[src/rtl/dm_access_unit.sv]
// Load/store front-end for the word-only data memory dm_4k.
// Byte/half stores are read-modify-write; loads are extended.
module dm_access_unit #(
    parameter int DM_AW = 10
) (
    input  logic             clk,
    input  logic             rst,
    input  logic             req,
    input  logic             we,
    input  logic [1:0]       size,
    input  logic             sign_ext,
    input  logic [31:0]      addr,
    input  logic [31:0]      wdata,
    output logic             busy,
    output logic             done,
    output logic [31:0]      rdata,
    output logic             misalign,
    output logic [DM_AW-1:0] dm_addr,
    output logic [31:0]      dm_din,
    output logic             dm_we,
    input  logic [31:0]      dm_dout
);

    typedef enum logic [2:0] {IDLE, RD, LD, WR, RESP} state_t;

    state_t           state;
    state_t           state_nx;
    logic [DM_AW+1:0] addr_q;
    logic             we_q;
    logic [1:0]       size_q;
    logic             sext_q;
    logic [31:0]      wdata_q;
    logic             legal;
    logic [7:0]       ld_b;
    logic [15:0]      ld_h;
    logic [31:0]      ld_val;
    logic [31:0]      st_val;
    logic             unused_addr;

    assign unused_addr = ^addr[31:DM_AW+2];

    always_comb begin
        legal = 1'b0;
        unique case (size)
            2'b00:   legal = 1'b1;
            2'b01:   legal = ~addr[0];
            2'b10:   legal = (addr[1:0] == 2'b00);
            default: legal = 1'b0;
        endcase
    end

    always_comb begin
        state_nx = state;
        unique case (state)
            IDLE: begin
                if (req) begin
                    if (!legal)
                        state_nx = RESP;
                    else if (we && size == 2'b10)
                        state_nx = WR;
                    else
                        state_nx = RD;
                end
            end
            RD:      state_nx = we_q ? WR : LD;
            LD:      state_nx = RESP;
            WR:      state_nx = RESP;
            RESP:    state_nx = IDLE;
            default: state_nx = IDLE;
        endcase
    end

    always_comb begin
        ld_b = dm_dout[7:0];
        unique case (addr_q[1:0])
            2'b00:   ld_b = dm_dout[7:0];
            2'b01:   ld_b = dm_dout[15:8];
            2'b10:   ld_b = dm_dout[23:16];
            default: ld_b = dm_dout[31:24];
        endcase
        ld_h = addr_q[1] ? dm_dout[31:16] : dm_dout[15:0];
        ld_val = dm_dout;
        unique case (size_q)
            2'b00:   ld_val = {{24{sext_q & ld_b[7]}}, ld_b};
            2'b01:   ld_val = {{16{sext_q & ld_h[15]}}, ld_h};
            default: ld_val = dm_dout;
        endcase
    end

    // Sub-word stores keep the lanes read back during RD
    always_comb begin
        st_val = dm_dout;
        unique case (size_q)
            2'b00: begin
                unique case (addr_q[1:0])
                    2'b00:   st_val[7:0]   = wdata_q[7:0];
                    2'b01:   st_val[15:8]  = wdata_q[7:0];
                    2'b10:   st_val[23:16] = wdata_q[7:0];
                    default: st_val[31:24] = wdata_q[7:0];
                endcase
            end
            2'b01: begin
                if (addr_q[1])
                    st_val[31:16] = wdata_q[15:0];
                else
                    st_val[15:0] = wdata_q[15:0];
            end
            default: st_val = wdata_q;
        endcase
    end

    always_ff @(posedge clk) begin
        if (rst) begin
            state    <= IDLE;
            addr_q   <= '0;
            we_q     <= 1'b0;
            size_q   <= 2'b00;
            sext_q   <= 1'b0;
            wdata_q  <= '0;
            rdata    <= '0;
            misalign <= 1'b0;
        end else begin
            state <= state_nx;
            if (state == IDLE && req) begin
                addr_q   <= addr[DM_AW+1:0];
                we_q     <= we;
                size_q   <= size;
                sext_q   <= sign_ext;
                wdata_q  <= wdata;
                misalign <= ~legal;
            end
            if (state == LD)
                rdata <= ld_val;
        end
    end

    assign busy    = (state != IDLE);
    assign done    = (state == RESP);
    assign dm_we   = (state == WR) & ~rst;
    assign dm_din  = (state == WR) ? st_val : 32'h0;
    assign dm_addr = addr_q[DM_AW+1:2];

endmodule
[config.mk]
export PLATFORM = sky130hd
export DESIGN_NAME = dm_access_unit
export DESIGN_NICKNAME = d
export VERILOG_FILES = /design/src/rtl/dm_access_unit.sv
export SDC_FILE = /design/constraint.sdc
export NUM_CORES = 1
export LEC_CHECK = 0
export ABC_AREA = 1
export BUFFER_PORTS_ARGS = -buffer_cell sky130_fd_sc_hd__buf_2
export CORE_AREA = 2 2 115 89
export CTS_CLUSTER_SIZE = 30
export DETAILED_ROUTE_END_ITERATION = 10
export DIE_AREA = 0 0 117 91
export PLACE_DENSITY_LB_ADDON = 0.08
export SYNTH_ARGS = -nofsm -noshare
export SYNTH_HDL_FRONTEND = slang
export SYNTH_SLANG_ARGS = --single-unit
[constraint.sdc]
create_clock -name clk -period 3.7 [get_ports clk]
set_input_delay 0.185 -clock clk [delete_from_list [all_inputs] [get_ports clk]]
set_output_delay 0.185 -clock clk [all_outputs]
set_load 0.01 [all_outputs]
==> impl_metrics.csv <==
group,metric,value,unit
status,outcome,"completed",
floorplan,die_height,91,microns
global_route,antenna_found_initial,0,
setup_path,critPathRequiredTime,3510,ps
floorplan,rows,31,
cells_and_area,multi_input_area,2620,sq um
logic_synthesis,synth_area,5000,sq um
clock_tree,ctsHtreeMaxLevel,3,
placement,dpl-instance-area,5630,sq um
logic_synthesis,synthesis.nets,897,
clock_tree,postCtsSetupBuffers,0,
cells_and_area,area_growth_syn_to_layout,19.0,%
routing,post_drt_wl_per_cell,16.5,microns
logic_synthesis,synth_xor_xnor_area_share,0,%
placement,portBuffers,160,
logic_synthesis,synth_commonest_cells,"157 x nand2_1, 128 x a21oi_1, 89 x o21ai_0, 84 x dfxtp_1, 77 x inv_1",
placement,dpl.hpwl,12400,microns
floorplan,initial_utilization,52.6,%
sta,tightest_slew,1000,ps
sta,report.final.setup_viol,0,
routing,wl,17200,microns
pwr,power_density,427,nW/um^2
clock_tree,clockBufferDepth,2,
routing,postRouteAntennaNets,0,
logic_synthesis,async_flop_share,0,%
cells_and_area,postLayoutCellArea,5950,sq um
logic_synthesis,synth_top_family_by_area,"simple AND/OR/NAND/NOR gates",
floorplan,die_area,10600,sq um
global_route,grt_util_all_layers,32.1,%
cells_and_area,fin_util,62.6,%
pwr,power,2540,uW
clock_tree,ctsHoldBuffers,0,
cells_and_area,antenna_cells,0,
logic_synthesis,muxShareOfSynthArea,0,%
logic_synthesis,synth.most_common_cell,"nand2_1",
sta,timing.fmax,0.373,GHz
sta,maxSlewHeadroom,33.2,%
clock_tree,clkSinkCount,84,
sta,skew,9.62,ps
logic_synthesis,synthCells,794,
sta,fin_hold_ws,104,ps
job,drv_cap,0,
global_route,grt_max_degree,53,
logic_synthesis,synth_seq_cells,84,
routing,routed_via_density,5.69,
cells_and_area,ff_latch_area,1680,sq um
sta,period_minus_slack,2680,ps
logic_synthesis,synth_cell_types,25,
logic_synthesis,synth-simple-area-share,26.6,%
sta,hold_viol_final,0,
logic_synthesis,seq_area_frac_synth,33.7,%
logic_synthesis,syn_avg_cell_area,6.29,sq um
floorplan,die_w,117,microns
logic_synthesis,synthAdderAreaFrac,0,%
cells_and_area,layout-drive-gt1-share,22.0,%
sta,rsz0062_at_grt,"false",
floorplan,io_pins,181,
hold_path,hp-class,"input pin to flip-flop",
clock_tree,clkLatencyLatePin,350,ps
clock_tree,ctsResizeCount,0,
routing,drc_errors,0,
setup_path,end_kind,"output port",
routing,first_pass_iters,5,
sta,fin_crit_sh,72.4,%
clock_tree,clk_pin_slew,70,ps
logic_synthesis,yosys_warnings,0,
setup_path,crit_type,"flip-flop to output port",
logic_synthesis,synthFlopType,"dfxtp_1",
cells_and_area,fin_nets,1008,
placement,gp_congestion,0.985,
global_route,first_global_vias,5240,
clock_tree,cts_tree,"done",
pwr,p_leak,0.00296,uW
sta,setup-tns-final,0,ps
clock_tree,cts_made_buffers,9,
floorplan,coreArea,9500,sq um
global_route,grt_pass1_wl,26700,microns
setup_path,worstPathMaxFanout,34,
setup_path,startpoint_type,"flip-flop",
logic_synthesis,synth_area_leaders,"dfxtp_1 34%, a21oi_1 13%, nand2_1 12%",
sta,maxSlewViolCount,0,
setup_path,worstPathArrival,2500,ps
clock_tree,root_buffer,"clkbuf_16",
logic_synthesis,synth.top_cell.area_share,33.7,%
routing,drtIter0Drc,645,
pwr,ir_drop,0.302,mV
logic_synthesis,yosys.area.top_type,"dfxtp_1",
logic_synthesis,synth_compound_area_share,25.8,%
global_route,overflow,0,
routing,vias,5927,
cells_and_area,n_fill_cell,958,
logic_synthesis,synth_edf_count,0,
report_power, final:
| part | internal [uW] | switching, uW | total [uW] | leakage (uW) |
|---|---|---|---|---|
| logic | 177 | 384 | 561 | 0.00212 |
| clock network | 544 | 431 | 975 | 0.000153 |
| registers | 962 | 42.4 | 1000 | 0.000687 |
| total | 1680 | 857 | 2540 | 0.00296 |
cell usage in the layout, fill, tap and decap left out, types with 2 or more instances in the layout:
cell	count
buf_2	160
nand2_1	157
a21oi_1	128
o21ai_0	89
dfxtp_1	84
inv_1	77
nand3_1	69
nor2_1	68
o211ai_1	12
a31oi_1	9
nor3_1	9
clkbuf_16	9
inv_2	7
o22ai_1	6
buf_4	5
nand2_2	4
o21ai_1	2
nand3_2	2
inv_6	2
inv_8	2
cell families after synthesis:
family                 Yosys count
buffers and inverters          150
and+or+nand+nor                313
DFF                             84
AOI/OAI and AO/OA              247
state kept, by name, summed over array words and instances (netlist names):
name	count
we_q	1
rdata	32
sext_q	1
state	3
size_q	2
addr_q	12
wdata_q	32
misalign	1
per-stage QoR:
stage | setup WS [ps] | std cells
2_1_floorplan | 2250 | 794
4_1_cts | 1060 | 1042
3_3_place_gp | 1240 | 1026
3_5_place_dp | 1140 | 1026
6_report | 1020 | 1042
5_1_grt | 729 | 1042
final cells by class:
class | count | area share [%]
clock buffers | 9 | 3.79
clock inverters | 7 | 1.58
inverters | 85 | 5.41
multi-input cells | 560 | 44.1
flip-flops and latches | 84 | 28.3
well taps | 132 | 2.78
repair buffers | 165 | 14.1
metal layers:
| layer | global-route usage, % | vias up | routed length, microns |
|---|---|---|---|
| li1 | - | 2837 | - |
| met1 | 45.9 | 2770 | 7540 |
| met2 | 48.2 | 293 | 7630 |
| met3 | 7.34 | 27 | 1630 |
| met4 | 9.22 | 0 | 389 |
| met5 | 0 | - | 0 |
critical path, cell delays in order (launching register included):
cell     delay (ps)
dfxtp_1         300
buf_4           220
inv_2           440
nand2_1         350
inv_1           270
o21ai_0         110
a21oi_1         180
nor2_1           50
nor2_1           80
buf_2           140
worst paths after layout:
kind / slack [ps] / end / start / cells past startpoint
min reg2reg: 460 / addr_q[3] / addr_q[3] / 2
max: 1020 / dm_din[13] / addr_q[1] / 9
min: 100 / wdata_q[28] / wdata[28] / 3
max reg2reg: 1110 / wdata_q[0] / state[1] / 7
No activity file was read; power rests on OpenSTA's default activity.
